`config.mk`:
```
export PLATFORM = sky130hd
export DESIGN_NAME = threshold_writer
export DESIGN_NICKNAME = d
export VERILOG_FILES = /design/src/rtl/threshold_writer.sv
export SDC_FILE = /design/constraint.sdc
export NUM_CORES = 1
export LEC_CHECK = 0
export CAP_MARGIN = 5
export CORE_MARGIN = 4
export CORE_UTILIZATION = 25
export CTS_CLUSTER_SIZE = 20
export DETAILED_ROUTE_END_ITERATION = 10
export PLACE_DENSITY_LB_ADDON = 0.08
export SLEW_MARGIN = 25
export SYNTH_ARGS = -nofsm -noshare
export SYNTH_HDL_FRONTEND = slang
export SYNTH_SLANG_ARGS = --single-unit
```
`constraint.sdc`:
```
create_clock -name clock -period 5.64 [get_ports clock]
set_input_delay 1.692 -clock clock [delete_from_list [all_inputs] [get_ports clock]]
set_output_delay 1.692 -clock clock [all_outputs]
set_load 0.02 [all_outputs]
```
`src/rtl/threshold_writer.sv`:
```
// threshold_writer: final adaptive-threshold pass. Scans the frame in raster
// order, reads the original pixel and its local box mean at the same (col,row),
// and writes FG/BG to the result RAM with a fixed two-clock read latency.
module threshold_writer #(
  parameter int WIDTH_BITS  = 7,
  parameter int HEIGHT_BITS = 7,
  parameter int OFFSET      = 8,
  parameter int FG          = 255,
  parameter int BG          = 0
) (
  input  logic                   clock,
  input  logic                   reset,
  input  logic                   iStart,
  output logic [WIDTH_BITS-1:0]  oImageCol,
  output logic [HEIGHT_BITS-1:0] oImageRow,
  input  logic [7:0]             iImageData,
  output logic [WIDTH_BITS-1:0]  oMeanCol,
  output logic [HEIGHT_BITS-1:0] oMeanRow,
  input  logic [7:0]             iMeanData,
  output logic [WIDTH_BITS-1:0]  oResultCol,
  output logic [HEIGHT_BITS-1:0] oResultRow,
  output logic [7:0]             oResultData,
  output logic                   oResultWren,
  output logic                   busy,
  output logic                   finished
);

  typedef enum logic [1:0] {IDLE, RUN, DRAIN, DONE} state_t;

  localparam logic [WIDTH_BITS-1:0]  LAST_COL     = {WIDTH_BITS{1'b1}};
  localparam logic [WIDTH_BITS-1:0]  PRE_LAST_COL = WIDTH_BITS'((2 ** WIDTH_BITS) - 2);
  localparam logic [HEIGHT_BITS-1:0] LAST_ROW     = {HEIGHT_BITS{1'b1}};

  state_t                 state;
  logic                   drainCnt;

  logic [WIDTH_BITS-1:0]  col_p0;
  logic [HEIGHT_BITS-1:0] row_p0;
  logic                   vld_p0;

  logic [WIDTH_BITS-1:0]  col_p1;
  logic [HEIGHT_BITS-1:0] row_p1;
  logic                   vld_p1;

  logic [WIDTH_BITS-1:0]  col_p2;
  logic [HEIGHT_BITS-1:0] row_p2;
  logic [7:0]             data_p2;
  logic                   vld_p2;

  // Local threshold: mean minus OFFSET, clamped at zero instead of wrapping.
  function automatic logic [7:0] satThreshold(input logic [7:0] mean);
    logic signed [9:0] diff;
    diff = $signed({2'b00, mean}) - $signed(10'(OFFSET));
    if (diff < 0) return 8'd0;
    return diff[7:0];
  endfunction

  // Strictly-greater comparison: a pixel equal to the threshold is background.
  function automatic logic [7:0] binarise(input logic [7:0] pixel, input logic [7:0] thr);
    return (pixel > thr) ? 8'(FG) : 8'(BG);
  endfunction

  // Control FSM and raster read-address generator (stage p0).
  always_ff @(posedge clock or negedge reset) begin
    if (!reset) begin
      state    <= IDLE;
      drainCnt <= 1'b0;
      col_p0   <= '0;
      row_p0   <= '0;
      vld_p0   <= 1'b0;
      busy     <= 1'b0;
      finished <= 1'b0;
    end else begin
      case (state)
        IDLE, DONE: begin
          if (iStart) begin
            state    <= RUN;
            drainCnt <= 1'b0;
            col_p0   <= '0;
            row_p0   <= '0;
            vld_p0   <= 1'b1;
            busy     <= 1'b1;
            finished <= 1'b0;
          end
        end
        RUN: begin
          vld_p0 <= 1'b1;
          if (col_p0 == LAST_COL) begin
            col_p0 <= '0;
            row_p0 <= row_p0 + 1'b1;
          end else begin
            col_p0 <= col_p0 + 1'b1;
          end
          // Leave RUN on the edge that issues the final address.
          if (col_p0 == PRE_LAST_COL && row_p0 == LAST_ROW) state <= DRAIN;
        end
        DRAIN: begin
          vld_p0 <= 1'b0;
          if (drainCnt) begin
            state    <= DONE;
            busy     <= 1'b0;
            finished <= 1'b1;
          end else begin
            drainCnt <= 1'b1;
          end
        end
        default: state <= IDLE;
      endcase
    end
  end

  // Pipeline: p1 aligns the address with returning memory data, p2 is the write.
  always_ff @(posedge clock or negedge reset) begin
    if (!reset) begin
      col_p1  <= '0;
      row_p1  <= '0;
      vld_p1  <= 1'b0;
      col_p2  <= '0;
      row_p2  <= '0;
      data_p2 <= 8'd0;
      vld_p2  <= 1'b0;
    end else begin
      // stage p0 -> p1
      col_p1 <= col_p0;
      row_p1 <= row_p0;
      vld_p1 <= vld_p0;
      // stage p1 -> p2: write fields only move with a valid pixel
      vld_p2 <= vld_p1;
      if (vld_p1) begin
        col_p2  <= col_p1;
        row_p2  <= row_p1;
        data_p2 <= binarise(iImageData, satThreshold(iMeanData));
      end
    end
  end

  assign oImageCol   = col_p0;
  assign oImageRow   = row_p0;
  assign oMeanCol    = col_p0;
  assign oMeanRow    = row_p0;
  assign oResultCol  = col_p2;
  assign oResultRow  = row_p2;
  assign oResultData = data_p2;
  assign oResultWren = vld_p2;

endmodule
```
==> results_dict.tcl, run 1 <==
set metrics [dict create \
    syn_to_final_growth_pct 30.86 \
    cts.sinks 51 \
    hold_buffers 0 \
    syn_avg_cell_area_um2 10.91 \
    topRoutingLayerUsed "met4" \
    grt_pass1_wl_mm 9.453 \
    min_period_over_period 0.6304 \
    swShare 0.4051 \
    synth_cells 233 \
    p_leak_nw 1.437 \
    max_slew.worst_pin.slew_ns 0.7746 \
    routed_wl_mm 5.726 \
    synthArstFlopShare 1.000 \
    wl_met3_um 260 \
    syn_area_mm2 0.002542 \
    period_needed_ns 3.555 \
    die_area_mm2 0.01185 \
    synth_area_leaders "dfrtp_1, mux2_2, ha_1, buf_4, nand2_1" \
    grt_pass1_vias 1890 \
    status "finished, final reports clean" \
    fp.dieH_um 108.8 \
    report.final.slew_viol_count 0 \
    cp_top_family "simple AND/OR/NAND/NOR gates" \
    grt_max_degree 52 \
    synth_commonest_cells "dfrtp_1, buf_4, nand2_1, mux2_2, ha_1" \
    dp_hpwl_mm 4.198 \
    total_power_mw 1.477 \
    fin_worst_hold_slack_ns 0.3868 \
    routed-wl-met2_mm 2.632 \
    remaining_drc_errors 0 \
    r2r-start "state[1]" \
    finalHoldViolCount 0 \
    tns_ns 0 \
    port_buffers 71 \
    ys_seq_elements 51 \
    cp-start-kind "input pin" \
    final-seq-area_mm2 0.001276 \
    drt_pass1_iterations 4 \
    post-cts-setup-buffer-count 0 \
    drt-initial-drc-count 65 \
    synth-seq-area-share 0.5020 \
    worstSkewPairLatency_ns 0.31 \
    drive_gt1_frac 0.1088 \
    initial_utilization 0.2589 \
    io_pins 72 \
    cp_slowest_cell "or4_1" \
    criticalPathCategory "in -> reg" \
    ir_drop_mv 0.1846 \
    grt_usage 0.1013 \
    startpoint "iMeanData[5]" \
    power_frac_clock 0.156 \
    nNetsFinal 318 \
    multi_input_area_mm2 0.001035 \
    power_density_mw_per_mm2 444.0 \
    cts_resized 0 \
    antenna_found_initial 0 \
    synth_fp_nets 267 \
    wl_per_cell_um 13.70 \
    ys_types 35 \
    fill_cells 1057 \
    setup_viol 0 \
    required_ns 5.84 \
    coreArea_mm2 0.009819 \
    hp-start "vld_p0" \
    cp_max_fo 6 \
    fp-row-count 36 \
    antenna_cells 0 \
    rsz0062_at_grt "no" \
    ant_nets 0 \
    p_int_uw 878.8 \
    max_stage_delay_ns 0.65 \
    yosys_warnings 0 \
    min_path_type "reg -> reg" \
    cts_tree "built" \
    vias_per_cell 4.447 \
    htreeDepth 2 \
    cts_buffers 5 \
    seq_power_share 0.385 \
    clockBufferDepth 2 \
    endpoint_kind "flip-flop" \
    power_frac_comb 0.459 \
    clock.fmax_mhz 281.3 \
    synth_edf_count 0 \
    path_clk_slew_ns 0.10 \
    drv_cap 0 \
    globalplace.congestion 0.7213 \
    yosysTopAreaCellShare 0.5020 \
    crit_chain "clkdlybuf4s50_1, or4_1, nand2_1, ha_1, nor2b_1, o211ai_1, a21oi_1, o221a_2" \
    wl_met1_mm 2.776 \
    synth_most_common_cell "dfrtp_1" \
    die_width_um 108.8 \
    globalRouteOverflowTotal 0 \
    yosys.area.top_type "dfrtp_1" \
    maxSlewHeadroom 0.4836 \
    timing.critical_path.buf_inv 1 \
    root_buffer "clkbuf_8" \
    power_switching_uw 598.5 \
    synth_top_flop_cell "dfrtp_1" \
    finClkSkew_ns 0.01115 \
    arrival_ns 3.75 \
    vias 1859 \
]
-- worst paths after layout --
path	endpoint	slack, ns	cells after the start
max	oResultData[6]	2.08	8
max reg2reg	oImageRow[5]	3.41	5
min in group asynchronous	finished	1.49	2
min reg2reg	vld_p1	0.39	0
min	vld_p1	0.39	0
max in group asynchronous	oImageCol[4]	3.71	2
-- sequential cells by signal, indices dropped and copies added, names as in the netlist --
register / count
col_p1: 7
oImageCol: 7
oImageRow: 7
oResultCol: 7
oResultRow: 7
row_p1: 7
state: 2
busy: 1
drainCnt: 1
finished: 1
oResultData: 1
oResultWren: 1
vld_p0: 1
vld_p1: 1
-- worst reg2reg max path: stages, from the launching register on --
cell and delay, ns:
dfrtp_1 0.39, inv_1 0.09, ha_1 0.56, o21ai_0 0.40, or4_1 0.56, a21oi_1 0.17
-- layout by cell type, fill, tap and decap left out, types with 4 or more instances in the layout --
master,Yosys,layout
nand4_1,7,7
nor2_1,10,10
a21oi_1,12,12
inv_1,10,10
o211ai_1,4,4
o21ai_0,14,14
dfrtp_1,51,51
clkdlybuf4s50_1,0,70
nand3_1,8,8
ha_1,15,15
or4_1,5,5
mux2_2,17,17
clkbuf_8,0,6
nand2_1,20,20
nand2b_1,4,4
-- cell families after synthesis --
family | Yosys count | synth area share
XOR/XNOR | 3 | 0.01034
adder cells (fa/ha/maj) | 15 | 0.07382
multiplexers | 20 | 0.08711
AO/OA/AOI/OAI | 41 | 0.1019
buffers and inverters | 38 | 0.09104
AND/OR/NAND/NOR | 65 | 0.1339
flip-flops | 51 | 0.5020
-- metal layers --
layer / global-route usage / up-vias
li1: - / 909
met1: 0.1377 / 901
met2: 0.1637 / 45
met3: 0.01954 / 4
met4: 0.02976 / 0
met5: 0 / -
-- power groups by stage --
stage / clock, mW / sequential (mW) / combinational, mW
5_1_grt: 0.259 / 0.592 / 0.743
6_report: 0.230 / 0.569 / 0.679
3_5_place_dp: 0 / 0.582 / 0.692
4_1_cts: 0.240 / 0.575 / 0.694
2_1_floorplan: 0 / 0.600 / 0.426
3_3_place_gp: 0 / 0.581 / 0.689
-- layout make-up --
| type | count | share of cell area |
|---|---|---|
| flip-flops and latches | 51 | 0.3836 |
| multi-input cells | 144 | 0.3110 |
| repair buffers | 72 | 0.2144 |
| well taps | 133 | 0.05002 |
| clock buffers | 6 | 0.02482 |
| inverters | 10 | 0.01128 |
| clock inverters | 2 | 0.004889 |
-- per-stage QoR --
step	area [um^2]	setup WS, ns	cells	util
2_1_floorplan	2542	2.310	233	-
3_3_place_gp	3228	1.763	410	0.3287
3_5_place_dp	3228	1.748	410	0.3287
4_1_cts	3327	2.070	418	0.3388
5_1_grt	3327	1.934	418	0.3388
6_report	3327	2.085	418	0.3388
No activity file was read; power rests on OpenSTA's default activity.
==> run 2, diff against run 1 <==
clock period = 2.94 ns   (was 5.64 ns; I/O delays follow)
==> run 2 against run 1 <==
Flip-flop and latch count unchanged. Via count up 2.4%. Utilization up 0.70 points. Highest routed layer unchanged.
==> results_dict.tcl, run 2 (same netlist as run 1, synthesis figures left out) <==
set metrics [dict create \
    status "finished, final reports clean" \
    min_period_over_period 0.9184 \
    hold_buffers 0 \
    die_width_um 108.8 \
    io_pins 72 \
    clockBufferDepth 2 \
    power_density_mw_per_mm2 834.1 \
    drv_cap 0 \
    p_leak_nw 1.485 \
    antenna_cells 0 \
    arrival_ns 2.89 \
    routed_wl_mm 5.828 \
    maxSlewHeadroom 0.4847 \
    final_common_cell "clkdlybuf4s50_1" \
    grt_usage 0.1042 \
    period_needed_ns 2.700 \
    antenna_found_initial 0 \
    report.final.slew_viol_count 0 \
    syn_to_final_growth_pct 33.56 \
    finClkSkew_ns 0.005191 \
    criticalPathCategory "in -> reg" \
    r2r_slack_ns 0.81 \
    grt_max_degree 27 \
    max_slew.worst_pin.slew_ns 0.7730 \
    max_stage_delay_ns 0.51 \
    die_area_mm2 0.01185 \
    fin_util 0.3458 \
    drt_pass1_iterations 4 \
    endpoint_kind "flip-flop" \
    cp_top_family "simple AND/OR/NAND/NOR gates" \
    worst_r2r_endpoint "oImageRow[5]" \
    nNetsFinal 327 \
    fill_cells 1030 \
    dp_hpwl_mm 4.405 \
    cts_buffers 5 \
    worstSkewPairLatency_ns 0.30 \
    cts_resized 0 \
    remaining_drc_errors 0 \
    hold_depth 0 \
    finalHoldViolCount 0 \
    r2r_cells 5 \
    timing.critical_path.buf_inv 2 \
    required_ns 3.13 \
    r2r-start "state[0]" \
    vias_per_cell 4.467 \
    initial_utilization 0.2589 \
    coreArea_mm2 0.009819 \
    crit_chain "clkdlybuf4s50_1, inv_1, nand2_1, or4_1, nand2_1, ha_1, nor2b_1, o211ai_1, a21oi_1, o221a_2" \
    path_clk_slew_ns 0.09 \
    vias 1903 \
    post-cts-setup-buffer-count 0 \
    fp-row-count 36 \
    place_ws_ns -0.09797 \
    cp-start-kind "input pin" \
    cts_tree "built" \
    ir_drop_mv 0.2965 \
    clock.fmax_mhz 370.4 \
    root_buffer "clkbuf_8" \
    hp-start "vld_p0" \
    min_path_type "reg -> reg" \
    cp_slowest_cell "or4_1" \
    cp_max_fo 6 \
    grt_pass1_vias 1871 \
    timing.final.ws_setup_ns 0.2399 \
    drive_gt1_frac 0.1331 \
    ant_nets 0 \
    drt-initial-drc-count 59 \
    grt_pass1_wl_mm 9.646 \
    globalRouteOverflowTotal 0 \
    setup_viol 0 \
    port_buffers 71 \
    wl_per_cell_um 13.68 \
    htreeDepth 2 \
    cts.sinks 51 \
    fp.dieH_um 108.8 \
    cp_common_cell "nand2_1" \
    hold_path_end "vld_p1" \
    globalplace.congestion 0.7413 \
    rsz0062_at_grt "no" \
    layout_common_cells "clkdlybuf4s50_1, dfrtp_1, nand2_1" \
]
## run 2: cell types whose count changed in the layout (fill, tap and decap cells not counted), sizes merged
cell and change:
clkinvlp -1, buf +9
## run 2: metrics by stage
step                      instance area (um^2)  power (mW)   TNS, ns  hold WS (ns)  cells
final                                     3396       2.832         0        0.3848    426
after global routing                      3396       3.066         0        0.4143    426
after CTS                                 3396       2.898         0        0.3886    426
after detailed placement                  3308       2.473  -0.09797        0.3664    419
after global placement                    3308       2.465  -0.08198        0.3642    419
after floorplan                           2542       1.968         0        0.3519    233
## run 2: worst max-delay path by stage
| stage | to | start | cells past startpoint |
|---|---|---|---|
| floorplan | oResultData[6] | iMeanData[3] | 9 |
| global placement | oResultData[6] | iMeanData[3] | 10 |
| detailed placement | oResultData[6] | iMeanData[3] | 10 |
| CTS | oResultData[6] | iMeanData[3] | 10 |
| global route | oResultData[6] | iMeanData[3] | 10 |
| finish | oResultData[6] | iMeanData[3] | 10 |
## run 2: power by group
group	internal, mW	switching, mW	total [mW]
Sequential	0.881	0.208	1.09
Clock	0.185	0.221	0.406
Combinational	0.637	0.700	1.34
## run 2: area by class of cell
cell class | instances | area [um^2] | share of cell area
clock buffers | 6 | 82.58 | 0.02432
clock inverters | 1 | 5.005 | 0.001474
inverters | 10 | 37.54 | 0.01105
multi-input cells | 144 | 1035 | 0.3047
flip-flops and latches | 51 | 1276 | 0.3758
well taps | 133 | 166.4 | 0.04901
repair buffers | 81 | 793.3 | 0.2336
## run 2: routing by layer
metal  up-vias  wire length [um]  track usage
li1        925                 -            -
met1       925              2784       0.1472
met2        49              2662       0.1602
met3         4               327      0.02131
met4         0                53      0.03246
met5         -                 0            0
==> run 3, diff against run 2 <==
CORE_MARGIN = 2   (was 4)
GPL_TIMING_DRIVEN = 1   (was default)
==> run 3 against run 2 <==
Flip-flop and latch count unchanged. Cell count unchanged. Critical path depth did not move. Critical path type unchanged. Critical endpoint unchanged.
==> results_dict.tcl, run 3 (same netlist as run 1, synthesis figures left out) <==
set metrics [dict create \
    status "finished, final reports clean" \
    antenna_found_initial 0 \
    io_pins 72 \
    r2r_slack_ns 0.81 \
    cp_slowest_cell "or4_1" \
    dpl.cell_count 418 \
    r2r_cells 6 \
    antenna_cells 0 \
    root_buffer "clkbuf_8" \
    die_area_mm2 0.01099 \
    cts_resized 0 \
    remaining_drc_errors 0 \
    final_common_cell "clkdlybuf4s50_1" \
    criticalPathCategory "in -> reg" \
    max_slew.worst_pin.slew_ns 0.7584 \
    required_ns 3.14 \
    drt-initial-drc-count 45 \
    clock.fmax_mhz 364.1 \
    cts_tree "built" \
    period_needed_ns 2.746 \
    layout.cells.non_filler 426 \
    report.final.slew_viol_count 0 \
    crit_chain "clkdlybuf4s50_1, inv_1, nand2_1, or4_1, nand2_1, ha_1, nor2b_1, o211ai_1, a21oi_1, o221a_2" \
    drive_gt1_frac 0.1297 \
    port_buffers 71 \
    fin_worst_hold_slack_ns 0.3853 \
    total_power_mw 2.853 \
    power_density_mw_per_mm2 841.8 \
    vias 1866 \
    nNetsFinal 326 \
    path_clk_slew_ns 0.10 \
    cp.depth 10 \
    setup_viol 0 \
    timing.final.ws_setup_ns 0.1938 \
    routed_wl_mm 5.679 \
    max_stage_delay_ns 0.53 \
    globalplace.congestion 0.7602 \
    finClkSkew_ns 0.006288 \
    fp-row-count 36 \
    die_width_um 104.8 \
    timing.critical_path.buf_inv 2 \
    grt_pass1_vias 1855 \
    ir_drop_mv 0.2838 \
    cp_top_family "simple AND/OR/NAND/NOR gates" \
    htreeDepth 2 \
    layout_common_cells "clkdlybuf4s50_1, dfrtp_1, nand2_1" \
    drt_pass1_iterations 4 \
    fp.dieH_um 104.8 \
    grt_usage 0.1077 \
    cp-start-kind "input pin" \
    tns_ns 0 \
    min_path_type "reg -> reg" \
    cts.sinks 51 \
    rsz0062_at_grt "no" \
    drv_cap 0 \
    vias_per_cell 4.380 \
    place_ws_ns -0.1303 \
    finalHoldViolCount 0 \
    clockBufferDepth 2 \
    hold_path_end "vld_p1" \
    hp-start "vld_p0" \
    worst_r2r_endpoint "oImageRow[4]" \
    hold_buffers 0 \
    cp_common_cell "nand2_1" \
    globalRouteOverflowTotal 0 \
    wl_per_cell_um 13.33 \
    min_period_over_period 0.9341 \
    grt_max_degree 29 \
    post-cts-setup-buffer-count 0 \
    worstSkewPairLatency_ns 0.31 \
    p_leak_nw 1.475 \
    ant_nets 0 \
    grt_pass1_wl_mm 9.508 \
    endpoint_kind "flip-flop" \
    arrival_ns 2.94 \
    syn_to_final_growth_pct 33.32 \
    r2r-start "state[1]" \
    dp_hpwl_mm 4.171 \
    coreArea_mm2 0.009819 \
    initial_utilization 0.2589 \
    cts_buffers 5 \
    maxSlewHeadroom 0.4944 \
    cp_max_fo 6 \
    hold_depth 0 \
]
[run 3: final cells by class]
cell class / instances / area, um^2
flip-flops and latches: 51 / 1276
well taps: 133 / 166.4
repair buffers: 80 / 785.8
multi-input cells: 144 / 1035
clock buffers: 6 / 72.57
clock inverters: 2 / 16.27
inverters: 10 / 37.54
fillers: 1051 / 6430
[run 3: worst max-delay path by stage]
stage / startpoint / to / slack, ns
after global placement: iMeanData[3] / oResultData[6] / -0.09
after detailed placement: iMeanData[3] / oResultData[6] / -0.13
final: iMeanData[3] / oResultData[6] / 0.19
after global routing: iMeanData[3] / oResultData[6] / 0.03
after CTS: iMeanData[3] / oResultData[6] / 0.19
after floorplan: iMeanData[3] / oResultData[6] / 0.42
[run 3: layer usage]
layer / part of all wire / vias to the layer above / GRT usage
met5: 0 / - / 0
li1: - / 920 / -
met3: 0.047 / 7 / 0.02620
met4: 0.012 / 0 / 0.03143
met2: 0.46 / 46 / 0.1679
met1: 0.48 / 893 / 0.1480
[run 3: where the power goes]
part	internal [mW]	switching, mW	total (mW)
Combinational	0.644	0.703	1.35
Clock	0.172	0.246	0.417
Sequential	0.881	0.207	1.09
Total	1.70	1.16	2.85
[run 3: stage by stage]
| step | util | instance area [um^2] |
|---|---|---|
| floorplan | - | 2542 |
| global placement | 0.3361 | 3301 |
| detailed placement | 0.3361 | 3301 |
| CTS | 0.3452 | 3390 |
| global route | 0.3452 | 3390 |
| finish | 0.3452 | 3390 |
